File: config.mk
export PLATFORM = sky130hd
export DESIGN_NAME = uart_bus_master_flat
export DESIGN_NICKNAME = d
export VERILOG_FILES = /design/src/rtl/uart_bus_master_if.sv /design/src/rtl/uart_bus_master.sv /design/src/flat_wrapper.sv
export SDC_FILE = /design/constraint.sdc
export NUM_CORES = 1
export LEC_CHECK = 0
export BUFFER_PORTS_ARGS = -buffer_cell sky130_fd_sc_hd__buf_4
export CAP_MARGIN = 30
export CORE_MARGIN = 1
export CORE_UTILIZATION = 53
export CTS_BUF_LIST = sky130_fd_sc_hd__clkbuf_4 sky130_fd_sc_hd__clkbuf_8
export DETAILED_ROUTE_END_ITERATION = 10
export PLACE_DENSITY = 0.77
export SLEW_MARGIN = 40
export SYNTH_ARGS = -nofsm -noshare
export SYNTH_HDL_FRONTEND = slang
export SYNTH_SLANG_ARGS = --single-unit
File: constraint.sdc
create_clock -name clk -period 2 [get_ports clk]
set_input_delay 0.4 -clock clk [delete_from_list [all_inputs] [get_ports clk]]
set_output_delay 0.4 -clock clk [all_outputs]
set_load 0.005 [all_outputs]
File: src/rtl/uart_bus_master_if.sv
// Bus-side and UART-side handshake bundle for uart_bus_master.
// master: the command engine's view; slave: the surrounding UART/bus fabric.
interface uart_bus_master_if #(
    parameter int ADDR_WIDTH = 32,
    parameter int DATA_WIDTH = 32
);
    logic [7:0]            i_rx_data;
    logic                  i_rx_data_valid;
    logic [7:0]            o_tx_data;
    logic                  o_tx_data_valid;
    logic                  i_tx_busy;
    logic                  o_bus_en;
    logic                  o_bus_rnw;
    logic [ADDR_WIDTH-1:0] o_bus_address;
    logic [DATA_WIDTH-1:0] o_bus_data_out;
    logic [DATA_WIDTH-1:0] i_bus_data_in;
    logic                  i_bus_data_valid;
    logic                  o_rx_dropped;

    modport master (
        input  i_rx_data, i_rx_data_valid, i_tx_busy, i_bus_data_in, i_bus_data_valid,
        output o_tx_data, o_tx_data_valid, o_bus_en, o_bus_rnw, o_bus_address,
               o_bus_data_out, o_rx_dropped
    );

    modport slave (
        output i_rx_data, i_rx_data_valid, i_tx_busy, i_bus_data_in, i_bus_data_valid,
        input  o_tx_data, o_tx_data_valid, o_bus_en, o_bus_rnw, o_bus_address,
               o_bus_data_out, o_rx_dropped
    );
endinterface

File: src/rtl/uart_bus_master.sv
// UART-driven bus initiator: decodes 0x01 write / 0x02 read commands, replies 0xAA, 0xEE or read data.
// Optional read timeout enabled by UART_BUS_MASTER_TIMEOUT_EN.
//   state    | meaning
//   IDLE     | waiting for opcode byte
//   ADDR     | collecting address bytes, MSB first
//   WDATA    | collecting write data bytes, MSB first
//   BUS_REQ  | one-cycle bus request
//   BUS_WAIT | waiting for read data
//   RESP     | sending response bytes to the transmitter
module uart_bus_master #(
    parameter int ADDR_WIDTH     = 32,
    parameter int DATA_WIDTH     = 32,
    parameter int TIMEOUT_CYCLES = 1024
) (
    input  logic              clk,
    input  logic              n_rst,
    uart_bus_master_if.master bus
);
    localparam int AB   = ADDR_WIDTH / 8;
    localparam int DB   = DATA_WIDTH / 8;
    localparam int MAXB = (AB > DB) ? AB : DB;
    localparam int CW   = (MAXB > 1) ? $clog2(MAXB) : 1;

    if ((ADDR_WIDTH % 8) != 0 || (DATA_WIDTH % 8) != 0 || TIMEOUT_CYCLES < 2) begin : g_bad_param
        $error("uart_bus_master: widths must be multiples of 8 and TIMEOUT_CYCLES >= 2");
    end

    typedef enum logic [2:0] {IDLE, ADDR, WDATA, BUS_REQ, BUS_WAIT, RESP} state_t;

    state_t                state, state_nx;
    logic                  is_read;
    logic [CW-1:0]         cnt;
    logic [CW-1:0]         cnt_inc;
    logic [ADDR_WIDTH-1:0] addr_sh, bus_addr, addr_shift;
    logic [DATA_WIDTH-1:0] wdata_sh, bus_dout, wdata_shift, resp_sh;
    logic                  resp_multi;
    logic                  tx_valid;
    logic                  rx_legal, rx_take, addr_last, data_last, resp_last, tx_acc, timeout;

    assign rx_legal    = (bus.i_rx_data == 8'h01) || (bus.i_rx_data == 8'h02);
    assign rx_take     = bus.i_rx_data_valid && (state inside {IDLE, ADDR, WDATA});
    assign addr_last   = (cnt == CW'(AB - 1));
    assign data_last   = (cnt == CW'(DB - 1));
    assign resp_last   = !resp_multi || data_last;
    assign tx_acc      = tx_valid && !bus.i_tx_busy;
    assign cnt_inc     = (cnt == CW'(MAXB - 1)) ? cnt : cnt + 1'b1;
    // Casting the concatenation keeps the low bits, i.e. shifts the new byte in at the LSB.
    assign addr_shift  = ADDR_WIDTH'({addr_sh, bus.i_rx_data});
    assign wdata_shift = DATA_WIDTH'({wdata_sh, bus.i_rx_data});

`ifdef UART_BUS_MASTER_TIMEOUT_EN
    localparam int TW = $clog2(TIMEOUT_CYCLES + 1);
    logic [TW-1:0] tmo_cnt;

    always_ff @(posedge clk or negedge n_rst) begin
        if (!n_rst) begin
            tmo_cnt <= '0;
        end else if (state == BUS_REQ) begin
            tmo_cnt <= TW'(TIMEOUT_CYCLES - 2);
        end else if (state == BUS_WAIT && tmo_cnt != '0) begin
            tmo_cnt <= tmo_cnt - 1'b1;
        end
    end

    assign timeout = (state == BUS_WAIT) && (tmo_cnt == '0);
`else
    assign timeout = 1'b0;
`endif

    always_ff @(posedge clk or negedge n_rst) begin
        if (!n_rst) state <= IDLE;
        else        state <= state_nx;
    end

    always_comb begin
        state_nx = state;
        case (state)
            IDLE:     if (bus.i_rx_data_valid) state_nx = rx_legal ? ADDR : RESP;
            ADDR:     if (bus.i_rx_data_valid && addr_last) state_nx = is_read ? BUS_REQ : WDATA;
            WDATA:    if (bus.i_rx_data_valid && data_last) state_nx = BUS_REQ;
            BUS_REQ:  if (!is_read || bus.i_bus_data_valid) state_nx = RESP;
                      else                                  state_nx = BUS_WAIT;
            BUS_WAIT: if (bus.i_bus_data_valid || timeout) state_nx = RESP;
            RESP:     if (tx_acc && resp_last) state_nx = IDLE;
            default:  state_nx = IDLE;
        endcase
    end

    always_ff @(posedge clk or negedge n_rst) begin
        if (!n_rst) begin
            is_read    <= 1'b0;
            cnt        <= '0;
            addr_sh    <= '0;
            wdata_sh   <= '0;
            bus_addr   <= '0;
            bus_dout   <= '0;
            resp_sh    <= '0;
            resp_multi <= 1'b0;
            tx_valid   <= 1'b0;
        end else begin
            case (state)
                IDLE: if (bus.i_rx_data_valid) begin
                    cnt <= '0;
                    if (rx_legal) begin
                        is_read <= (bus.i_rx_data == 8'h02);
                    end else begin
                        resp_sh    <= DATA_WIDTH'(8'hEE) << (DATA_WIDTH - 8);
                        resp_multi <= 1'b0;
                    end
                end
                ADDR: if (rx_take) begin
                    addr_sh <= addr_shift;
                    cnt     <= addr_last ? '0 : cnt_inc;
                    if (addr_last && is_read) bus_addr <= addr_shift;
                end
                WDATA: if (rx_take) begin
                    wdata_sh <= wdata_shift;
                    cnt      <= data_last ? '0 : cnt_inc;
                    if (data_last) begin
                        bus_addr <= addr_sh;
                        bus_dout <= wdata_shift;
                    end
                end
                BUS_REQ: begin
                    cnt <= '0;
                    if (!is_read) begin
                        resp_sh    <= DATA_WIDTH'(8'hAA) << (DATA_WIDTH - 8);
                        resp_multi <= 1'b0;
                    end else if (bus.i_bus_data_valid) begin
                        resp_sh    <= bus.i_bus_data_in;
                        resp_multi <= 1'b1;
                    end
                end
                BUS_WAIT: begin
                    if (bus.i_bus_data_valid) begin
                        resp_sh    <= bus.i_bus_data_in;
                        resp_multi <= 1'b1;
                    end else if (timeout) begin
                        resp_sh    <= DATA_WIDTH'(8'hEE) << (DATA_WIDTH - 8);
                        resp_multi <= 1'b0;
                    end
                end
                RESP: begin
                    // Valid is only raised from a low cycle, so every accepted byte is followed by a gap.
                    if (tx_acc) begin
                        tx_valid <= 1'b0;
                        resp_sh  <= resp_sh << 8;
                        cnt      <= cnt_inc;
                    end else if (!tx_valid) begin
                        tx_valid <= 1'b1;
                    end
                end
                default: ;
            endcase
        end
    end

    assign bus.o_tx_data       = resp_sh[DATA_WIDTH-1 -: 8];
    assign bus.o_tx_data_valid = tx_valid;
    assign bus.o_bus_en        = (state == BUS_REQ);
    assign bus.o_bus_rnw       = is_read;
    assign bus.o_bus_address   = bus_addr;
    assign bus.o_bus_data_out  = bus_dout;
    assign bus.o_rx_dropped    = bus.i_rx_data_valid && (state inside {BUS_REQ, BUS_WAIT, RESP});
endmodule
File: src/flat_wrapper.sv
// flat-port wrapper written by rule: the top's interface ports become plain ports
module uart_bus_master_flat 
#(
    parameter int ADDR_WIDTH     = 32,
    parameter int DATA_WIDTH     = 32,
    parameter int TIMEOUT_CYCLES = 1024
)
  (clk, n_rst, bus_i_rx_data, bus_i_rx_data_valid, bus_i_tx_busy, bus_i_bus_data_in, bus_i_bus_data_valid, bus_o_tx_data, bus_o_tx_data_valid, bus_o_bus_en, bus_o_bus_rnw, bus_o_bus_address, bus_o_bus_data_out, bus_o_rx_dropped);
  uart_bus_master_if #(.ADDR_WIDTH(ADDR_WIDTH), .DATA_WIDTH(DATA_WIDTH)) bus_i ();
  input  logic clk;
  input  logic n_rst;
  input wire logic [$bits(bus_i.i_rx_data)-1:0] bus_i_rx_data;
  input wire logic [$bits(bus_i.i_rx_data_valid)-1:0] bus_i_rx_data_valid;
  input wire logic [$bits(bus_i.i_tx_busy)-1:0] bus_i_tx_busy;
  input wire logic [$bits(bus_i.i_bus_data_in)-1:0] bus_i_bus_data_in;
  input wire logic [$bits(bus_i.i_bus_data_valid)-1:0] bus_i_bus_data_valid;
  output wire logic [$bits(bus_i.o_tx_data)-1:0] bus_o_tx_data;
  output wire logic [$bits(bus_i.o_tx_data_valid)-1:0] bus_o_tx_data_valid;
  output wire logic [$bits(bus_i.o_bus_en)-1:0] bus_o_bus_en;
  output wire logic [$bits(bus_i.o_bus_rnw)-1:0] bus_o_bus_rnw;
  output wire logic [$bits(bus_i.o_bus_address)-1:0] bus_o_bus_address;
  output wire logic [$bits(bus_i.o_bus_data_out)-1:0] bus_o_bus_data_out;
  output wire logic [$bits(bus_i.o_rx_dropped)-1:0] bus_o_rx_dropped;
  assign bus_i.i_rx_data = bus_i_rx_data;
  assign bus_i.i_rx_data_valid = bus_i_rx_data_valid;
  assign bus_i.i_tx_busy = bus_i_tx_busy;
  assign bus_i.i_bus_data_in = bus_i_bus_data_in;
  assign bus_i.i_bus_data_valid = bus_i_bus_data_valid;
  assign bus_o_tx_data = bus_i.o_tx_data;
  assign bus_o_tx_data_valid = bus_i.o_tx_data_valid;
  assign bus_o_bus_en = bus_i.o_bus_en;
  assign bus_o_bus_rnw = bus_i.o_bus_rnw;
  assign bus_o_bus_address = bus_i.o_bus_address;
  assign bus_o_bus_data_out = bus_i.o_bus_data_out;
  assign bus_o_rx_dropped = bus_i.o_rx_dropped;
  uart_bus_master #(.ADDR_WIDTH(ADDR_WIDTH), .DATA_WIDTH(DATA_WIDTH), .TIMEOUT_CYCLES(TIMEOUT_CYCLES)) u_core (.clk(clk), .n_rst(n_rst), .bus(bus_i));
endmodule
==> impl_metrics.ini, run 1 <==
[run_status]
status = finished clean

[floorplanning]
core-area_sq_mm = 0.0128
die_w_um = 118
fp.dieH_um = 118
rows = 41
initial_core_util_pct = 55.4
die-area_sq_mm = 0.0139
ios = 121

[routing]
drtAntennaViolNets = 0
drc = 0
drt-total-wl_um = 15200
wl_per_cell_um = 17.5
routed_via_density = 5.66
vias = 4919
drt_first_pass_iters = 7
drtIter0Drc = 356

[cts]
clockBufferDepth = 2
cts_num_sinks = 160
h-tree-depth = 4
clkTransAtPathRegs_ns = 0.08
cts-root-buf = clkbuf_8
clk_latency_ns = 0.45
cts_tree = built
cts_inserted_buffers = 17

[power_and_ir_drop]
comb_power_share_pct = 34.3
finalPower_mw = 11.0
ir_drop_uv = 536
clkPwrFrac_pct = 19.8
swShare_pct = 33.4
seqPwrFrac_pct = 45.9
p_int_mw = 7.36
switchingPower_mw = 3.69
power_density_mw_per_mm2 = 1260
power_leakage_nw = 4.11

[grt]
overflow = 0
grt_max_degree = 65
grt_pass1_vias = 5029
antenna_found_initial = 0
grt_pass1_wl_um = 25600
track_usage_pct = 23.3

[layout]
stdcell_area_sq_mm = 0.00877
register_area_sq_mm = 0.00400
multi_input_area_sq_mm = 0.00291
drive_above_1_share_pct = 44.2
nets = 733
area_growth_syn_to_layout_pct = 23.4
diodes = 0
fillers = 936

[placement]
dp_hpwl_um = 10500
place_congestion = 0.812
dp_slack_ns = -0.242
port-buffer-count = 120
place_area_sq_mm = 0.00832

[sta]
setup_viol = 0
setup_tns_ns = 0
fin_worst_skew_ns = 0.00985
relSlewSlack_pct = 62.1
finalHoldViolations = 0
fin_ws_ns = 0.0158
fmax_mhz = 504
tightest_slew_ns = 0.561
rsz0062_at_grt = yes
finalCritPeriodShare_pct = 99.2
slew_violations = 0
fin_crit_ns = 1.98

[logic_synthesis]
synth_fp_nets = 602
syn_inst = 554
synth_seq_cells = 160
netlist_top_cells_count = dfrtp_1, mux2_2, nor2_1
synthTopCellsByArea = dfrtp_1, mux2_2, mux2i_1, a21oi_1, o2bb2ai_1
syn_area_per_cell_sq_um = 12.8
synth_cell_type_count = 50
synthFlopType = dfrtp_1
yosysWarnings = 0
synth.most_common_cell = dfrtp_1
synth_edf_count = 0
yosysTopAreaCellShare_pct = 56.3
synthArstFlopShare_pct = 100
synth-seq-area-share_pct = 56.3
yosysTopAreaCell = dfrtp_1
synth_area_sq_mm = 0.00711

[min_path]
worst_hold_path_type = in2reg

[worst_setup_path]
cp_max_fo = 9
cp-start-kind = register
crit_type = reg2out
crit_path_end_kind = output port
cp_data_required_time_ns = 1.60
crit_arrival_ns = 1.58

[run]
drv_cap = 0
[routing by layer]
metal	up-vias	share of wire, %	global-route usage, %
li1	2283	-	-
met3	27	5.1	5.43
met1	2483	45	31.2
met2	126	48	36.8
met4	0	1.8	9.29
met5	-	0	0
[what timing repair did]
item | 4_1_cts | 5_1_grt
resized for setup | 7 | 3
hold buffers | 1 | 0
pin swaps | 1 | 4
endpoints found under the hold margin | 43 | 0
gates cloned | 0 | 0
buffers inserted | 0 | 5
setup endpoints to repair | 1 | 3
[cell type report]
class / count / area share, %
flip-flops and latches: 160 / 45.7
multi-input cells: 344 / 33.2
repair buffers: 155 / 14.2
clock buffers: 20 / 3.07
well taps: 172 / 2.46
clock inverters: 11 / 1.04
inverters: 7 / 0.314
[critical path, stage by stage, from the launching register on]
cell and delay (ns):
dfrtp_1 0.39, buf_6 0.15, nor3b_4 0.25, nor2_4 0.07, a21boi_2 0.16, buf_4 0.13
[state kept, by name (all words and copies together) (netlist names)]
name                        flops
u_core.addr_sh                 32
u_core.bus.o_bus_address       32
u_core.bus.o_bus_data_out      32
u_core.bus.o_bus_rnw            1
u_core.bus.o_tx_data_valid      1
u_core.cnt                      2
u_core.resp_multi               1
u_core.resp_sh                 32
u_core.state                    3
u_core.wdata_sh                24
[power by group through the flow]
stage                     Clock, mW  Combinational, mW  Sequential (mW)
after CTS                      2.23               3.72             5.07
after global routing           2.36               4.18             5.22
after floorplan                   0               2.39             4.89
after detailed placement          0               3.66             5.13
after global placement            0               3.52             5.06
final                          2.19               3.79             5.07
[cells by family (layout without fill, tap and decap cells)]
kind of cell | count (synthesis) | count (layout) | synth area share (%)
muxes | 146 | 146 | 22.5
adders and majority gates | 3 | 3 | 0.528
xor gates and xnor gates | 1 | 1 | 0.123
and+or+nand+nor | 74 | 74 | 4.95
DFF | 160 | 160 | 56.3
AOI/OAI and AO/OA | 120 | 120 | 12.2
buffers and inverters | 50 | 193 | 3.42
[placed cells by master (no fill, tap or decap), drive strengths merged, types with 5 or more instances in the layout]
| cell | Yosys | layout |
|---|---|---|
| o21ai | 11 | 11 |
| o21a | 5 | 5 |
| dfrtp | 160 | 160 |
| o2bb2ai | 18 | 18 |
| mux2i | 37 | 37 |
| nor2 | 41 | 41 |
| a22oi | 18 | 18 |
| a32o | 8 | 8 |
| mux2 | 109 | 109 |
| buf | 21 | 154 |
| nand2 | 11 | 11 |
| inv | 6 | 6 |
| a21oi | 36 | 36 |
| clkbuf | 22 | 20 |
| clkinv | 1 | 8 |
[worst paths after layout]
path | startpoint | cells past startpoint | end | slack, ns
worst min-delay path | bus_i_bus_data_in[4] | 2 | u_core.resp_sh[4]$_DFFE_PN0P_ | 0.21
worst max-delay path | u_core.state[0]$_DFFE_PN0P_ | 5 | bus_o_rx_dropped | 0.02
worst min register to register | u_core.addr_sh[25]$_DFFE_PN0P_ | 1 | u_core.addr_sh[25]$_DFFE_PN0P_ | 0.51
max in group asynchronous | n_rst | 3 | u_core.bus.o_bus_data_out[29]$_DFFE_PN0P_ | 0.91
min in group asynchronous | n_rst | 2 | u_core.resp_sh[28]$_DFFE_PN0P_ | 0.44
worst max register to register | u_core.state[1]$_DFFE_PN0P_ | 5 | u_core.resp_sh[30]$_DFFE_PN0P_ | 0.04
[metrics by stage]
| step | cells | util [%] | hold slack, ns |
|---|---|---|---|
| 3_5_place_dp | 832 | 64.9 | 0.378 |
| 3_3_place_gp | 832 | 64.9 | 0.366 |
| 2_1_floorplan | 554 | - | 0.104 |
| 6_report | 869 | 68.4 | 0.207 |
| 5_1_grt | 869 | 68.4 | 0.191 |
| 4_1_cts | 864 | 67.9 | 0.184 |
Note: power is estimated with default switching activity, not from simulation.
==> inputs of run 2 (changes only) <==
--- a/config.mk
+++ b/config.mk
@@ -12,6 +12,7 @@
 export CTS_BUF_LIST = sky130_fd_sc_hd__clkbuf_4 sky130_fd_sc_hd__clkbuf_8
 export DETAILED_ROUTE_END_ITERATION = 10
 export PLACE_DENSITY = 0.77
+export SKIP_LAST_GASP = 1
 export SLEW_MARGIN = 40
 export SYNTH_ARGS = -nofsm -noshare
 export SYNTH_HDL_FRONTEND = slang
==> constraint.sdc (replaced) <==
create_clock -name clk -period 2 [get_ports clk]
set_input_delay 0.1 -clock clk [delete_from_list [all_inputs] [get_ports clk]]
set_output_delay 0.1 -clock clk [all_outputs]
set_load 0.005 [all_outputs]
==> run 2 against run 1 <==
  * The run now ends with negative setup slack left
  * Clock-buffer cell count is the same
  * Cell count grew 1.0%
  * Die area is the same
  * Global-route usage grew 0.11 points
  * First-iteration DRC count shrank 22%
==> impl_metrics.ini, run 2 (same netlist as run 1, synthesis figures left out) <==
[sta]
fin_worst_skew_ns = 0.00643
setup_viol = 1
fin_crit_ns = 2.00
finalCritPeriodShare_pct = 100
fin_ws_ns = -0.00489
fmax_mhz = 499
tightest_slew_ns = 0.628
slew_violations = 0
relSlewSlack_pct = 57.9
rsz0062_at_grt = yes
finalHoldViolations = 0

[grt]
track_usage_pct = 23.4
grt_pass1_vias = 4961
antenna_found_initial = 0
grt_pass1_wl_um = 25600
overflow = 0
grt_max_degree = 66

[cts]
clkTransAtPathRegs_ns = 0.08
cts_num_sinks = 160
cts-root-buf = clkbuf_8
cts_inserted_buffers = 17
clockBufferDepth = 2
h-tree-depth = 4
clk_latency_ns = 0.44
cts_tree = built

[worst_setup_path]
cp_slowest_stage_delay_ns = 0.58
critPathBufInv = 2
path_cells = dlygate4sd3_1, buf_4, or4_4, or4b_4, o21a_4, o221a_1
cp-start-kind = input port
cpMaxStageDelayCell = or4b_4
cp_max_fo = 6
crit_arrival_ns = 2.33
reg2reg_slack_ns = 0.07
cp_data_required_time_ns = 2.33
critPathTopFamily = simple AND/OR/NAND/NOR gates
crit_path_end_kind = register
crit_type = in2reg

[layout]
multi_input_area_sq_mm = 0.00290
diodes = 0
layout_commonest_cell = dfrtp_1
nets = 742
layout_common_cells = dfrtp_1, buf_4, mux2_2
area_growth_syn_to_layout_pct = 25.5
register_area_sq_mm = 0.00401
fillers = 953
fin_cells = 878
stdcell_area_sq_mm = 0.00892
drive_above_1_share_pct = 42.2

[placement]
port-buffer-count = 120
place_congestion = 0.809
place_inst = 825
dp_hpwl_um = 10100
place_area_sq_mm = 0.00829

[routing]
routed_via_density = 5.61
vias = 4923
drtIter0Drc = 276
wl_per_cell_um = 17.4
drc = 0
drt-total-wl_um = 15300
drt_first_pass_iters = 4
drtAntennaViolNets = 0

[floorplanning]
rows = 41
ios = 121
initial_core_util_pct = 55.4
die-area_sq_mm = 0.0139
core-area_sq_mm = 0.0128
fp.dieH_um = 118
die_w_um = 118

[run_status]
status = complete, but fails checks
violations = negative setup slack

[min_path]
worst_hold_path_type = in2reg

[run]
drv_cap = 0

[power_and_ir_drop]
ir_drop_uv = 552
power_density_mw_per_mm2 = 1250
power_leakage_nw = 4.15
finalPower_mw = 11.2
## run 2: per-layer routing
| metal | global-route usage, % | wire length [um] | vias up | share of wire (%) |
|---|---|---|---|---|
| li1 | - | - | 2303 | - |
| met1 | 31.5 | 6730 | 2465 | 44 |
| met2 | 36.9 | 7500 | 130 | 49 |
| met3 | 5.47 | 728 | 25 | 4.8 |
| met4 | 8.89 | 301 | 0 | 2.0 |
| met5 | 0 | 0 | - | 0 |
## run 2: tightest hold or removal path, delay by kind of cell
family	cells	cell delay, ns
mux	1	0.14
buf+inv	2	0.20
## run 2: worst paths after layout
path,start,to,cells after the start
setup / recovery,bus_i_rx_data[5],u_core.resp_sh[30]$_DFFE_PN0P_,6
hold / removal,bus_i_rx_data[3],u_core.wdata_sh[3]$_DFFE_PN0P_,3
setup reg to reg,u_core.state[2]$_DFFE_PN0P_,u_core.bus.o_bus_rnw$_DFFE_PN0P_,6
hold reg to reg,u_core.resp_sh[1]$_DFFE_PN0P_,u_core.resp_sh[1]$_DFFE_PN0P_,1
max in group asynchronous,n_rst,u_core.bus.o_bus_data_out[21]$_DFFE_PN0P_,3
min in group asynchronous,n_rst,u_core.resp_sh[28]$_DFFE_PN0P_,2
## run 2: cell type report
type                            instances  area share, %
Clock buffer                           20           3.02
Clock inverter                         11           1.29
Inverter                                7          0.295
Multi-Input combinational cell        344           32.6
Sequential cell                       160           44.9
Tap cell                              172           2.41
Timing Repair Buffer                  164           15.5
## run 2: report_power, final
part	total, mW	internal (mW)	switching, mW	leakage [nW]
clock	2.31	1.17	1.14	0.190
combinational	3.77	2.06	1.71	1.88
sequential	5.10	4.26	0.832	2.08
total	11.2	7.49	3.68	4.15
## run 2: metrics by stage
stage	setup WS (ns)	util, %	TNS (ns)	hold WS [ns]
after CTS	0.0112	69.2	0	0.0146
after floorplan	0.100	-	0	-0.196
final	-0.00489	69.5	-0.00489	0.0335
after global placement	0.0946	64.7	0	0.134
after global routing	-0.0536	69.5	-0.0980	0.0187
after detailed placement	0.0601	64.7	0	0.145
## run 2: timing repair
| action | in CTS | in global routing |
|---|---|---|
| setup endpoints to repair | 1 | 12 |
| resized for setup | 3 | 4 |
| hold endpoints to repair | 95 | 0 |
| pin swaps | 1 | 1 |
| hold buffers | 19 | 0 |
| buffers inserted | 0 | 3 |
